<file path="src/rtl/fetch_queue.sv">
// fetch_queue: instruction-fetch front end.
// Owns the fetch PC, issues in-order requests to instruction memory with up to
// DEPTH requests outstanding, buffers returned words with their PCs in a
// DEPTH-entry queue, and hands them to decode over valid/ready. A redirect
// flushes the queue and drops every response still in flight.
//
// Optional feature: define FETCH_QUEUE_BYPASS_EN to forward a response
// straight to decode when the queue is empty (saves one cycle of latency).
//
// Ports:
//   clk, rst                  clock, asynchronous active-low reset
//   imem_req/addr/gnt         fetch request channel
//   imem_rvalid/rdata         in-order response channel
//   redirect_valid/pc         taken branch / jump target
//   instr_valid/ready/data/pc decode handshake
module fetch_queue #(
    parameter int DATA_WIDTH = 32,
    parameter int ADDR_WIDTH = 32,
    parameter int DEPTH      = 4,
    parameter logic [ADDR_WIDTH-1:0] RESET_PC = '0
) (
    input  logic                  clk,
    input  logic                  rst,
    output logic                  imem_req,
    output logic [ADDR_WIDTH-1:0] imem_addr,
    input  logic                  imem_gnt,
    input  logic                  imem_rvalid,
    input  logic [DATA_WIDTH-1:0] imem_rdata,
    input  logic                  redirect_valid,
    input  logic [ADDR_WIDTH-1:0] redirect_pc,
    output logic                  instr_valid,
    input  logic                  instr_ready,
    output logic [DATA_WIDTH-1:0] instr_data,
    output logic [ADDR_WIDTH-1:0] instr_pc
);

    localparam int CW = $clog2(DEPTH + 1);
    localparam int PW = $clog2(DEPTH);

    logic [ADDR_WIDTH-1:0] fetch_pc;
    logic [ADDR_WIDTH-1:0] resp_pc;
    logic [DATA_WIDTH-1:0] q_data [DEPTH];
    logic [ADDR_WIDTH-1:0] q_pc   [DEPTH];
    logic [PW-1:0]         rd_ptr;
    logic [PW-1:0]         wr_ptr;
    logic [CW-1:0]         count;
    logic [CW-1:0]         outstanding;
    logic [CW-1:0]         discard;

    logic [CW:0] credits_used;
    logic        issue;
    logic        rsp;
    logic        rsp_keep;
    logic        byp;
    logic        q_valid;
    logic        pop_q;
    logic        push;

    // Every queue slot is reserved at issue time, so a response always has
    // somewhere to land and the queue can never overflow.
    assign credits_used = {1'b0, count} + {1'b0, outstanding};
    assign imem_req     = rst && !redirect_valid && (credits_used < (CW+1)'(DEPTH));
    assign imem_addr    = fetch_pc;
    assign issue        = imem_req && imem_gnt;

    // A response with nothing outstanding is a protocol violation and is ignored.
    assign rsp      = imem_rvalid && (outstanding != '0);
    assign rsp_keep = rsp && (discard == '0);

`ifdef FETCH_QUEUE_BYPASS_EN
    assign byp = rsp_keep && (count == '0) && !redirect_valid;
`else
    assign byp = 1'b0;
`endif

    assign q_valid     = (count != '0) && !redirect_valid;
    assign instr_valid = q_valid || byp;
    assign pop_q       = q_valid && instr_ready;
    // A bypassed word that decode takes this cycle never enters the queue.
    assign push        = rsp_keep && !redirect_valid && !(byp && instr_ready);

    // Empty queue drives zeros so the outputs are defined without resetting storage.
    always_comb begin
        instr_data = '0;
        instr_pc   = '0;
        if (byp) begin
            instr_data = imem_rdata;
            instr_pc   = resp_pc;
        end else if (count != '0) begin
            instr_data = q_data[rd_ptr];
            instr_pc   = q_pc[rd_ptr];
        end
    end

    always_ff @(posedge clk or negedge rst) begin
        if (!rst) begin
            fetch_pc    <= RESET_PC;
            resp_pc     <= RESET_PC;
            count       <= '0;
            outstanding <= '0;
            discard     <= '0;
            rd_ptr      <= '0;
            wr_ptr      <= '0;
        end else if (redirect_valid) begin
            // Everything still in flight belongs to the old path; a response
            // arriving this very cycle is dropped here and not counted again.
            fetch_pc    <= redirect_pc;
            resp_pc     <= redirect_pc;
            count       <= '0;
            rd_ptr      <= wr_ptr;
            outstanding <= outstanding - CW'(rsp);
            discard     <= outstanding - CW'(rsp);
        end else begin
            if (issue) begin
                fetch_pc <= fetch_pc + ADDR_WIDTH'(4);
            end
            outstanding <= outstanding + CW'(issue) - CW'(rsp);
            if (rsp) begin
                if (discard != '0) begin
                    discard <= discard - CW'(1);
                end else begin
                    resp_pc <= resp_pc + ADDR_WIDTH'(4);
                end
            end
            if (push) begin
                wr_ptr <= wr_ptr + PW'(1);
            end
            if (pop_q) begin
                rd_ptr <= rd_ptr + PW'(1);
            end
            count <= count + CW'(push) - CW'(pop_q);
        end
    end

    always_ff @(posedge clk) begin
        if (push) begin
            q_data[wr_ptr] <= imem_rdata;
            q_pc[wr_ptr]   <= resp_pc;
        end
    end

`ifndef SYNTHESIS
    rvalid_needs_outstanding: assert property (
        @(posedge clk) disable iff (!rst) !(imem_rvalid && (outstanding == '0)));
`endif

endmodule
</file>
<file path="config.mk">
export PLATFORM = sky130hd
export DESIGN_NAME = fetch_queue
export DESIGN_NICKNAME = d
export VERILOG_FILES = /design/src/rtl/fetch_queue.sv
export SDC_FILE = /design/constraint.sdc
export NUM_CORES = 1
export LEC_CHECK = 0
export BUFFER_PORTS_ARGS = -buffer_cell sky130_fd_sc_hd__buf_2
export CAP_MARGIN = 10
export CORE_AREA = 2 2 182 184
export CTS_BUF_LIST = sky130_fd_sc_hd__clkbuf_4
export CTS_CLUSTER_DIAMETER = 80
export DETAILED_ROUTE_END_ITERATION = 7
export DIE_AREA = 0 0 184 186
export PLACE_DENSITY_LB_ADDON = 0.2
export SKIP_CTS_REPAIR_TIMING = 1
export SYNTH_ARGS = -nofsm -noshare
export SYNTH_HDL_FRONTEND = slang
export SYNTH_SLANG_ARGS = --single-unit
</file>
<file path="constraint.sdc">
create_clock -name clk -period 3.55 [get_ports clk]
set_input_delay 0.71 -clock clk [delete_from_list [all_inputs] [get_ports clk]]
set_output_delay 0.71 -clock clk [all_outputs]
set_load 0.03 [all_outputs]
</file>
==> summary.md, run 1 <==
| Metric | Value |
|---|---|
| Status | completed |
| Hold crit path type | primary input to flop |
| Max Clock Freq | 306 MHz |
| Total die area | 0.0342 mm² |
| Synth Instances | 932 |
| CTS tree | done |
| FILL cells | 2792 |
| Post-DP HPWL | 19800 µm |
| Longest Clk Path Bufs | 3 |
| Number of DRC markers in iteration 0 | 640 |
| Clock transition at path regs | 0.07 ns |
| Layout cell share with drive strength beyond 1 | 33.8% |
| Worst-skew pair later-pin latency | 0.75 ns |
| Crit path DAT | 2.56 ns |
| Synth area leaders | edfxtp_1 54%, dfrtp_1 13%, mux4_2 10% |
| Share of Yosys cell area claimed by the top area cell type | 53.7% |
| Most common cell in the netlist | edfxtp_1 |
| Lkg Pwr | 6.33 nW |
| Clock skew | 0.0324 ns |
| Row Count | 66 |
| Pwr/cell area | 701 mW/mm² |
| I/O Pins | 168 |
| Clock root cell | clkbuf_4 |
| DP Cell Count | 1480 |
| Number of distinct library cells after synthesis | 56 |
| Nets@finish | 1252 |
| Port bufs | 167 |
| Post-synthesis register bit count | 333 |
| H-tree level count | 3 |
| Vias/cell | 5.57 |
| Warnings, synthesis | 0 |
| Maximum VDD drop | 0.351 mV |
| Finished Layout Cells | 1645 |
| Global-route wire length before repair | 50500 µm |
| CP Launch Type | flop |
| Initial antenna violation count | 2 |
| # Max-Cap Violations | 0 |
| Fin. Hold Viols | 0 |
| Post-route minimum period | 3.27 ns |
| Die Span Y | 186 µm |
| Max Slew Vio Count | 0 |
| Multi-input logic area | 0.00438 mm² |
| EDFF count, synth | 256 |
| Final Setup Violations | 0 |
| Layout overhead on the synthesized area | 18.8% |
| Initial Utilization | 44.5% |
| Slew @ Worst Pin | 0.895 ns |
| FF-to-FF setup slack | 0.69 ns |
| Critical path capture point type | output pin |
| Post-Synthesis Cell Area | 0.0143 mm² |
| Crit path max fanout | 24 |
| DRT Wirelength | 32300 µm |
| Vias in the first global route | 9199 |
| RSZ-0062 raised after global routing | no |
| Seq/Total Area, Yosys | 67.1% |
| FF/Latch Area | 0.00962 mm² |
| DR DRC count | 0 |
| Final ANT Viol Nets | 0 |
| R2R cell count | 13 |
| Mapped Avg Cell Area | 15.4 µm² |
| Area leader, netlist | edfxtp_1 |
| Synthesized Nets | 1020 |
| Total track usage | 19.3% |
| Wire length per cell | 19.6 µm |
| CP required | 2.84 ns |
| GRT overflow | 0 |
| TritonCTS Buffers | 88 |
| Core area | 0.0322 mm² |
| Dominant synthesized flop cell | edfxtp_1 |
| Crit share post-route | 92.1% |
| Pre-Repair DR Iteration Count | 5 |
| Pin count of the biggest net entering global routing | 67 |
| Hold path depth | 1 |
| Sink Count | 333 |
| Setup TNS | 0 ns |
| Max transition margin | 40.3% |
| Die Width | 184 µm |
| CP Class | flop to output pin |
| Post-synth top cells | 256 x edfxtp_1, 77 x dfrtp_1, 66 x and2_1, 64 x mux4_2, 54 x nand2_1 |
| Via Count | 9161 |
| GPL Wtd Cong | 0.800 |
| Async SR Flop Fraction | 23.1% |
## layout by cell type (no fill, tap or decap), drive strengths merged, types with 4 or more instances in the layout
cell type,count
nor2b,5
ha,16
nor3,7
nor2,31
nand4,20
clkbuf,132
nand3,24
inv,34
diode,4
edfxtp,256
buf,190
a22oi,5
o211ai,14
nor4,8
dfrtp,77
or3,10
a21oi,9
nand2,54
o21ai,23
and2,66
or4,31
clkinv,23
a31oi,30
mux4,64
and4,8
xnor2,9
o31ai,23
and3,14
mux2i,6
xor2,7
## worst max-delay path, stage by stage, from the launching register on
cell	delay, ns
dfrtp_4	0.62
buf_12	0.28
mux4_2	0.52
and2_1	0.19
buf_2	0.18
## cell type report
type,instances,share of cell area [%]
Tap cell,408,3.00
Sequential cell,333,56.5
Clock buffer,131,5.78
Timing Repair Buffer,192,7.03
Multi-Input combinational cell,516,25.7
Antenna cell,4,0.0588
Clock inverter,28,1.13
Inverter,33,0.728
## sequential cells by signal, summed over array words and instances, names as in the netlist
signal	flops
resp_pc	32
discard	3
imem_addr	32
count	3
wr_ptr	2
outstanding	3
rd_ptr	2
q_data	128
q_pc	128
## stage by stage
step | hold slack (ns) | area (µm²) | setup slack (ns) | total power, mW | util [%]
floorplan | 0.414 | 14300 | 0.479 | 7.44 | -
global placement | 0.499 | 15800 | 0.622 | 8.53 | 49.0
detailed placement | 0.505 | 15800 | 0.535 | 8.58 | 49.0
CTS | -0.253 | 17000 | 0.0129 | 12.1 | 52.7
global route | 0.127 | 17000 | 0.0981 | 12.6 | 52.8
finish | 0.181 | 17000 | 0.280 | 11.9 | 52.8
## worst paths after layout
kind / start / endpoint
worst max-delay path: rd_ptr[0] / instr_pc[6]
worst min-delay path: imem_rdata[5] / q_data[2][5]
worst max register to register: outstanding[1] / count[2]
worst min register to register: imem_addr[31] / imem_addr[31]
max in group asynchronous: rst / rd_ptr[0]
min in group asynchronous: rst / imem_addr[17]
## power breakdown
part	internal, mW	switching, mW
sequential	4.49	0.359
clock	1.91	1.56
combinational	1.48	2.13
## logic make-up after synthesis
logic type	synth area share (%)
XOR/XNOR	0.978
flip-flops	67.1
AO/OA/AOI/OAI	5.60
adder cells (fa/ha/maj)	1.68
AND/OR/NAND/NOR	11.6
multiplexers	10.7
buffers and inverters	2.35
## routing by layer
metal | part of all wire (%) | vias up | GRT usage, % | wire [µm]
met5 | 0 | - | 0 | 0
li1 | - | 4189 | - | -
met2 | 46 | 337 | 29.4 | 14900
met4 | 1.9 | 0 | 7.52 | 608
met1 | 45 | 4583 | 26.8 | 14700
met3 | 6.7 | 52 | 4.75 | 2150
Power figures use the tool's default switching activity.
==> run 2, diff against run 1 <==
Settings changed: GPL_TIMING_DRIVEN set to 0, RECOVER_POWER set to 25, SKIP_LAST_GASP set to 1.
==> run 2 against run 1 <==
  * Cell count up 1.3%
  * Critical path type is now flop to flop
  * Via count grew 1.2%
  * The flow now finishes with violations (max-capacitance violations, max-slew violations)
  * Critical path depth is 9 higher
  * Die area is the same
  * Worst setup slack worse by 0.13 ns
  * Largest cell class unchanged
  * Power fell by 2.3%
  * Global-route usage increased by 0.92 points
==> summary.md, run 2 (synthesis results as in run 1) <==
| Metric | Value |
|---|---|
| Post-route minimum period | 3.40 ns (+0.133 ns) |
| Maximum VDD drop | 0.239 mV (-32%) |
| Sink Count | 333 (unchanged) |
| DR DRC count | 0 (unchanged) |
| Layout cell share with drive strength beyond 1 | 30.1% (-3.7 points) |
| Port bufs | 167 (unchanged) |
| Largest regs | q_data: 128 flops, q_pc: 128 flops |
| Final Cell Area | 0.0169 mm² (-0.49%) |
| Slew @ Worst Pin | 2.52 ns (+1.62 ns) |
| DRT Wirelength | 33600 µm (+4.1%) |
| Longest Clk Path Bufs | 3 (unchanged) |
| FF/Latch Area | 0.00961 mm² (about the same) |
| Clock transition at path regs | 0.06 ns (about the same) |
| Row Count | 66 (unchanged) |
| Lkg Pwr | 6.21 nW (-1.8%) |
| FILL cells | 2763 (-1.0%) |
| Pre-Repair DR Iteration Count | 5 (unchanged) |
| Core area | 0.0322 mm² (unchanged) |
| GR met3 Demand/Resource | 5.22% (+0.47 points) |
| Max transition margin | -67.9% (-110 points) |
| Max Clock Freq | 294 MHz (-3.9%) |
| Total track usage | 20.2% (+0.92 points) |
| RSZ-0062 raised after global routing | yes |
| Pwr/cell area | 688 mW/mm² (-1.8%) |
| Final ANT Viol Nets | 0 (unchanged) |
| Crit share post-route | 95.9% (+3.7 points) |
| Critical path, cell by cell | ha_1 -> nor4b_4 -> and4_1 -> buf_4 -> inv_2 -> buf_4 -> ha_1 -> inv_1 -> ha_1 -> fa_1 -> xor2_1 -> o21ai_0 -> xor2_1 |
| Hold crit path type | primary input to flop |
| Total Power | 11.7 mW (-2.3%) |
| DP Cell Count | 1512 (+2.2%) |
| CP Launch Type | flop |
| Total die area | 0.0342 mm² (unchanged) |
| Finished Layout Cells | 1667 (+1.3%) |
| Multi-input logic area | 0.00440 mm² (+0.51%) |
| Post-DP HPWL | 22400 µm (+13%) |
| Min Hold Slack | 0.249 ns (+0.0681 ns) |
| Max Slew Vio Count | 45 (+45) |
| Worst-skew pair later-pin latency | 0.71 ns (-0.04 ns) |
| Nets@finish | 1282 (+2.4%) |
| Final Setup Violations | 0 (unchanged) |
| Violated checks | max-capacitance violations, max-slew violations |
| Crit path DAT | 4.02 ns (+1.46 ns) |
| Wire length per cell | 20.1 µm (+2.7%) |
| Fin. Hold Viols | 0 (unchanged) |
| Status | finished, violations left |
| Clock root cell | clkbuf_4 |
| Clock skew | 0.0426 ns (+0.0102 ns) |
| CP Class | flop to flop |
| Most frequent CP cell | ha_1 |
| Number of DRC markers in iteration 0 | 648 (+1.3%) |
| Layout overhead on the synthesized area | 18.2% |
| Pin count of the biggest net entering global routing | 46 (-31%) |
| Critical path capture point type | flop |
| Most frequent cells in the layout | 256 x edfxtp_1, 139 x buf_2, 134 x clkbuf_4 |
| Die Width | 184 µm (unchanged) |
| Routing usage on met1 | 27.0% (+0.23 points) |
| Vias in the first global route | 9483 (+3.1%) |
| Commonest non-fill, non-tap cell in the layout | edfxtp_1 |
| GRT overflow | 0 (unchanged) |
| CP required | 4.17 ns (+1.33 ns) |
| Crit path largest cell delay | 0.45 ns (-0.17 ns) |
| Die Span Y | 186 µm (unchanged) |
| Vias/cell | 5.56 (-0.10%) |
| Via Count | 9274 (+1.2%) |
| Initial antenna violation count | 3 (+1) |
| Global-route wire length before repair | 52200 µm (+3.4%) |
| GPL Wtd Cong | 0.879 (+9.8%) |
| GR peak layer | met2 |
| I/O Pins | 168 (unchanged) |
| Slowest cell on crit path | dfrtp_1 |
| H-tree level count | 3 (unchanged) |
| Crit path max fanout | 12 (-50%) |
| Initial Utilization | 44.5% (unchanged) |
| Met2 Use GR | 31.5% (+2.1 points) |
| Setup TNS | 0 ns (unchanged) |
| CTS tree | done |
| TritonCTS Buffers | 85 (-3.4%) |
| # Max-Cap Violations | 1 (+1) |
| Post-Place Cell Area | 0.0158 mm² (+0.18%) |
==> run 2: through the flow <==
stage | setup slack (ns) | util, %
finish | 0.147 | 52.6
global route | -0.0241 | 52.6
CTS | -0.169 | 52.5
detailed placement | -0.938 | 49.1
global placement | -1.79 | 48.7
floorplan | 0.479 | -
==> run 2: cell type report <==
class | count | share of cell area [%]
Sequential cell | 333 | 56.8
Clock inverter | 19 | 0.584
Tap cell | 408 | 3.02
Buffer | 49 | 1.43
Timing Repair Buffer | 176 | 5.64
Multi-Input combinational cell | 516 | 26.0
Inverter | 33 | 0.732
Clock buffer | 130 | 5.76
Antenna cell | 3 | 0.0443
==> run 2: worst paths after layout <==
| path | startpoint | end | slack [ns] | depth (start not counted) |
|---|---|---|---|---|
| max | outstanding[2] | outstanding[2] | 0.15 | 13 |
| min | redirect_pc[0] | resp_pc[0] | 0.25 | 3 |
| max reg2reg | outstanding[2] | outstanding[2] | 0.15 | 13 |
| min reg2reg | imem_addr[31] | imem_addr[31] | 0.51 | 1 |
| max in group asynchronous | rst | resp_pc[29] | 0.74 | 3 |
| min in group asynchronous | rst | imem_addr[9] | 0.69 | 4 |
==> run 2: where the power goes <==
| group | internal [mW] | total (mW) | switching [mW] | leakage [nW] |
|---|---|---|---|---|
| Clock | 1.73 | 3.20 | 1.47 | 0.651 |
| Sequential | 4.49 | 4.75 | 0.262 | 3.21 |
| Combinational | 1.45 | 3.70 | 2.25 | 2.35 |
| Total | 7.67 | 11.7 | 3.99 | 6.21 |
==> run 2: per-layer routing <==
metal / vias to the layer above / part of all wire, %
met2: 418 / 46
li1: 4252 / -
met5: - / 0
met1: 4527 / 43
met4: 0 / 2.6
met3: 77 / 8.4
==> run 2: worst max-delay path: cells and delay by family, from the launching register on <==
family	cells	cell delay, ns
adder cells (fa/ha/maj)	4	1.18
AND/OR/NAND/NOR	2	0.65
buffers and inverters	4	0.55
flip-flops	1	0.45
XOR/XNOR	2	0.30
AO/OA/AOI/OAI	1	0.21
